<file path="src/rtl/lfsr_rr_scheduler.sv">
// Round-robin scheduler sharing one Fibonacci LFSR among NREQ requesters.
// Each grant delivers a fresh LENGTH-bit word produced by STEPS serial shifts.
module lfsr_rr_scheduler #(
  parameter int unsigned       LENGTH = 16,
  parameter logic [LENGTH-1:0] TAPS   = LENGTH'(53256),
  parameter int unsigned       NREQ   = 4,
  parameter int unsigned       STEPS  = LENGTH
) (
  input  logic              clk,
  input  logic              rst,
  input  logic              seed_load,
  input  logic [LENGTH-1:0] seed,
  input  logic [NREQ-1:0]   req,
  output logic [NREQ-1:0]   gnt,
  output logic [LENGTH-1:0] rnd_data,
  output logic              rnd_valid,
  output logic              busy,
  output logic              lockup
);

  localparam int unsigned PtrW = (NREQ > 1) ? $clog2(NREQ) : 1;
  localparam int unsigned CntW = (STEPS > 1) ? $clog2(STEPS) : 1;

  typedef enum logic [1:0] {StIdle, StShift, StGrant} state_e;

  state_e            state_q;
  logic [LENGTH-1:0] lfsr_q;
  logic [LENGTH-1:0] lfsr_shift;
  logic [PtrW-1:0]   rr_ptr_q;
  logic [PtrW-1:0]   win_q;
  logic [CntW-1:0]   cnt_q;
  logic [PtrW-1:0]   hi_idx;
  logic [PtrW-1:0]   lo_idx;
  logic              hi_found;
  logic [PtrW-1:0]   win_idx;

  always_comb begin
    lfsr_shift = {lfsr_q[LENGTH-2:0], ^(lfsr_q & TAPS)};
  end

  // Round-robin: lowest requester at or above rr_ptr wins, else wrap to the lowest overall.
  always_comb begin
    hi_idx   = '0;
    lo_idx   = '0;
    hi_found = 1'b0;
    for (int j = NREQ - 1; j >= 0; j--) begin
      if (req[j]) begin
        lo_idx = PtrW'(j);
        if (PtrW'(j) >= rr_ptr_q) begin
          hi_idx   = PtrW'(j);
          hi_found = 1'b1;
        end
      end
    end
    win_idx = hi_found ? hi_idx : lo_idx;
  end

  always_ff @(posedge clk or posedge rst) begin
    if (rst) begin
      state_q   <= StIdle;
      lfsr_q    <= LENGTH'(1);
      rr_ptr_q  <= '0;
      win_q     <= '0;
      cnt_q     <= '0;
      gnt       <= '0;
      rnd_data  <= '0;
      rnd_valid <= 1'b0;
      busy      <= 1'b0;
      lockup    <= 1'b0;
    end else begin
      gnt       <= '0;
      rnd_valid <= 1'b0;
      lockup    <= 1'b0;
      unique case (state_q)
        StIdle: begin
          if (seed_load) begin
            // An all-zero seed would freeze the LFSR, so substitute 1 and flag it.
            if (seed == '0) begin
              lfsr_q <= LENGTH'(1);
              lockup <= 1'b1;
            end else begin
              lfsr_q <= seed;
            end
          end else if (|req) begin
            win_q   <= win_idx;
            cnt_q   <= CntW'(STEPS - 1);
            state_q <= StShift;
            busy    <= 1'b1;
          end
        end
        StShift: begin
          lfsr_q <= lfsr_shift;
          if (cnt_q == '0) begin
            rnd_data   <= lfsr_shift;
            gnt[win_q] <= 1'b1;
            rnd_valid  <= 1'b1;
            state_q    <= StGrant;
          end else begin
            cnt_q <= cnt_q - 1'b1;
          end
        end
        StGrant: begin
          rr_ptr_q <= (win_q == PtrW'(NREQ - 1)) ? '0 : win_q + 1'b1;
          state_q  <= StIdle;
          busy     <= 1'b0;
        end
        default: state_q <= StIdle;
      endcase
    end
  end

endmodule

</file>
<file path="config.mk">
export PLATFORM = sky130hd
export DESIGN_NAME = lfsr_rr_scheduler
export DESIGN_NICKNAME = d
export VERILOG_FILES = /design/src/rtl/lfsr_rr_scheduler.sv
export SDC_FILE = /design/constraint.sdc
export NUM_CORES = 1
export LEC_CHECK = 0
export ABC_AREA = 1
export BUFFER_PORTS_ARGS = -buffer_cell sky130_fd_sc_hd__buf_2
export CAP_MARGIN = 20
export CORE_ASPECT_RATIO = 0.7
export CORE_MARGIN = 2
export CORE_UTILIZATION = 50
export DETAILED_ROUTE_END_ITERATION = 8
export GPL_TIMING_DRIVEN = 0
export PLACE_DENSITY = 0.73
export SETUP_SLACK_MARGIN = 0.4
export SLEW_MARGIN = 10
export SYNTH_ARGS = -nofsm -noshare
export SYNTH_HDL_FRONTEND = slang
export SYNTH_SLANG_ARGS = --single-unit
</file>
<file path="constraint.sdc">
create_clock -name clk -period 2.71 [get_ports clk]
set_input_delay 0.1355 -clock clk [delete_from_list [all_inputs] [get_ports clk]]
set_output_delay 0.1355 -clock clk [all_outputs]
set_load 0.05 [all_outputs]
</file>
==> After elaboration in Yosys (flattened, before gate mapping) <==
Cells that the tools add are included.
{ "word_totals": {"ff_bits": 49, "output_inout_bits": 23, "elab_cells": 86} }
{ "classes": {"addsub": 2, "n_lt_le_gt_ge": 6, "n_eq_ne": 8, "muxes": 45, "bitwise": 1, "reduce_logical": 14} }
{ "op_table": {"columns": ["op", "count"], "rows": [
  ["two-way mux 2 bit", 17],
  ["two-way mux 16 bit", 2],
  ["one-hot mux 16 bit (2 select lines)", 1],
  ["two-way mux 4 bit", 5],
  ["zero test 16 bit", 1],
  ["two-way mux 1 bit", 16],
  ["XOR reduction 16 bit", 1],
  ["!= test 2 bit, second input constant", 5],
  ["AND reduction 3 bit", 3],
  ["one-hot mux 4 bit (2 select lines)", 1],
  ["equality test 2 bit, second input constant", 2],
  [">= comparator 1 x 2 -> 1 bit, first input constant", 2],
  [">= comparator 2 bit, first input constant", 2],
  ["zero test 4 bit", 1],
  ["one-hot mux 2 bit (2 select lines)", 1],
  ["AND reduction 2 bit", 2],
  ["AND reduction 4 bit", 1],
  ["nonzero test 2 bit", 2],
  ["OR reduction 4 bit", 1],
  ["subtractor 4 x 1 -> 4 bit, second input constant", 1],
  ["< comparator 2 x 3 -> 1 bit, second input constant", 1],
  ["adder 2 x 1 -> 2 bit, second input constant", 1],
  ["demux 1 bit (select 2 bit)", 1],
  ["equality test 2 x 1 -> 1 bit, second input constant", 1],
  ["other kinds (5)", 5]
]} }

==> Depth between registers and ports, before layout <==
{ "depth": {"depth_word": 10, "mapped_depth": 8, "depth_no_buf": 8} }

==> Worst setup path before layout <==
OpenSTA, ideal clock, no wires.
{ "synth_path": {"path_kind": "flip-flop to flip-flop", "from": "reg cnt_q[0]", "to": "reg rnd_data[7]", "arrival_ns": 1.267, "slack_ns": 1.324, "path_stages_with_launch": 9, "n_path_buf": 1, "cell_sequence": "dfrtp_1 > inv_1 > ha_1 > nand3_1 > nor2_8 > inv_4 > buf_6 > nand2_1 > o21ai_2"} }
{ "synth_via": {"elab_chain_len": 2} }
{ "synth_rtl": {"columns": ["item", "line", "text"], "rows": [
  ["start, declared", "31", "logic [CntW-1:0] cnt_q;"],
  ["start signal, assigned", "86", "cnt_q <= CntW'(STEPS - 1);"],
  ["start signal, assigned", "99", "cnt_q <= cnt_q - 1'b1;"],
  ["zero test 4 bit", "93", "if (cnt_q == '0) begin"],
  ["AND reduction 2 bit (no source line)", null, null],
  ["end signal, assigned", "94", "rnd_data <= lfsr_shift;"],
  ["end, declared", "15", "output logic [LENGTH-1:0] rnd_data,"]
]} }
No other way between the ends.
A chain may end at the register's enable or synchronous reset.

==> Final worst setup path <==
Same ends and word-level chain as after synthesis.

==> metrics <==
total CTS buffers=5; synthesized net count=288; Hold Slack=0.08117 ns; core area=0.004404 sq mm; Sink Count=around 50; DR vias/cell=5.068; setup TNS=0 ns; Synth area leaders=dfrtp_1 52%, nand2_1 9.9%, inv_1 5.7%; Max-cap violations=0; clock share of power=0.166; Clock Latency Late Sink=between 0.3 and 0.4 ns; NetSw=roughly 1500 uW; crit path time final=1.516 ns; DRT Pass-1 Iters=4; DIE HEIGHT=just over 60 um; Yosys cell types=22; die footprint=about 0.0052 sq mm; Sequential Power Share=0.361; crit-path max FO=10; Slew HR=0.7065; Detailed Route WL=4.842 mm; drc violations=0; CP arrival=1.72 ns; cells after synthesis=between 200 and 300; Post-DRT Antenna Nets=0; status=complete, no violations; share of the synthesized area in the top cell type=0.5175; Slew Viols, Final=0; mapped cell area=roughly 0.0023 sq mm; Slowest-stage cell, CP=dfrtp_1; ANT cells=0; RSZ-0062 raised after global routing=false; Seq cells post-synth=49; Tot Pwr=3270 uW; cell family with most CP delay=simple AND/OR/NAND/NOR gates; IR drop worst, VDD=0.7144 mV; Post-CTS Setup Inserts=0; final hold violations=0; Multi-input gate area=890.9 sq um; Die W=85.44 um; Worst Path Buf+Inv=3; clk buf depth=2; Sw Share=0.4559; CTS clk-pin slew, worst paths=approximately 0.090 ns; commonest non-fill, non-tap cell in the layout=nand2_1; Yosys top cell by area=dfrtp_1; Syn Area/Cell=8.961 sq um; most frequent cells in the layout=61 x nand2_1, 48 x dfrtp_1, 47 x buf_2; Area growth, synth to finish=18.98%; Layout Skew=0.007587 ns; Pleak=~0.0014 uW; post-synthesis sequential area ratio=0.5288; crit-path cells=inv_1, ha_1, nand3_1, nor2_8, inv_4, buf_6, nand2_1, o21ai_2; CP required=2.92 ns; Initial DRC Count=approximately 120; fmax=0.6596 GHz; pwr dens=1184 mW/mm^2; worst slew pin tran=0.4402 ns; register area=0.001227 sq mm; layout cells sized above 1=0.2580; crit share post-route=0.5594; site row count=20; post-CTS sizing=0; vias in the first global route=1,720; PortBufs=45; CTS root buf=clkbuf_8; global route overflow=0; TritonCTS clock tree=built; CP startpoint kind=flop; internal power=1779 uW; initial core utilization=0.5270; Detail Placement HPWL=3.611 mm; Critical Path Max Stage Delay=0.38 ns; initial antenna violation count=0; per-cell routed wire length=between 10 and 15 um; Final setup viols=0; GP Congestion=0.8722; Hold Buf Count CTS=1; CP Class=flop to flop; All-Layer GR Usage=0.2046; Setup crit end kind=flop; HP Class=primary input to flop; I/O pin total=46; maximum level of the CTS H-tree=2; vias=roughly 1,900; first-pass GRT wire length=7.955 mm; final net count=342; combinational share of power=0.473; synth warn=0; Fillers=388; largest net degree at the start of global routing=38
cell usage after synthesis:
master    count
a21oi_1       2
a31oi_1       1
buf_2         2
buf_6         3
clkbuf_1      2
dfrtp_1      48
dfstp_2       1
ha_1          6
inv_1        35
inv_2         2
inv_4         2
nand2_1      61
nand3_1      26
nor2_1       27
nor2_4        1
nor2_8        1
o211ai_1      2
o21ai_0       7
o21ai_1       1
o21ai_2      15
o221ai_1     13
o31ai_1       1
metrics by stage:
step	utilization	cell area (sq um)	setup slack (ns)	cells
finish	0.6270	2761	1.194	369
global route	0.6270	2761	1.045	369
CTS	0.6270	2761	1.180	369
detailed placement	0.5983	2635	1.216	360
global placement	0.5938	2615	0.8107	359
floorplan	-	2321	1.324	259
per-layer routing:
| metal | vias up | GRT usage | share of wire |
|---|---|---|---|
| li1 | 953 | - | - |
| met4 | 0 | 0.09297 | 0.011 |
| met5 | - | 0 | 0 |
| met3 | 5 | 0.04762 | 0.062 |
| met1 | 860 | 0.2851 | 0.49 |
| met2 | 52 | 0.3103 | 0.44 |
worst min-delay path, stage by stage:
cell      delay (ns)
buf_2           0.09
nand3_1         0.06
o221ai_1        0.06
cells by family after synthesis:
family                   share of synthesized area
AND/OR/NAND/NOR                             0.2119
flip-flops                                  0.5288
buffers and inverters                      0.08733
adder cells (fa/ha/maj)                    0.03234
AO/OA/AOI/OAI                               0.1396
final timing paths:
kind | cells after the start | slack (ns) | to | start
worst max-delay path | 8 | 1.19 | rnd_data[7] | cnt_q[0]
worst min-delay path | 3 | 0.08 | lfsr_q[9] | seed[9]
worst max register to register | 8 | 1.19 | rnd_data[7] | cnt_q[0]
worst min register to register | 2 | 0.47 | lfsr_q[0] | lfsr_q[0]
max in group asynchronous | 4 | 1.86 | lfsr_q[0] | rst
min in group asynchronous | 3 | 0.31 | rnd_data[1] | rst
power by group through the flow:
| stage | combinational [uW] | clock, uW | sequential (uW) |
|---|---|---|---|
| finish | 1550 | 543 | 1180 |
| global route | 1700 | 576 | 1220 |
| CTS | 1560 | 553 | 1180 |
| detailed placement | 1540 | 0 | 1200 |
| floorplan | 798 | 0 | 1570 |
| global placement | 1510 | 0 | 1180 |
state kept, by name, summed over array words and instances (netlist names):
register	flops
busy	1
cnt_q	4
gnt	4
lfsr_q	16
lockup	1
rnd_data	16
rnd_valid	1
rr_ptr_q	2
state_q	2
win_q	2
area by class of cell:
type | instances | share of cell area
plain buffers | 7 | 0.01858
clock buffers | 7 | 0.03126
clock inverters | 1 | 0.01087
inverters | 39 | 0.05483
multi-input cells | 164 | 0.3226
flip-flops and latches | 49 | 0.4445
well taps | 55 | 0.02492
repair buffers | 47 | 0.09243
Note: power is estimated with default switching activity, not from simulation.
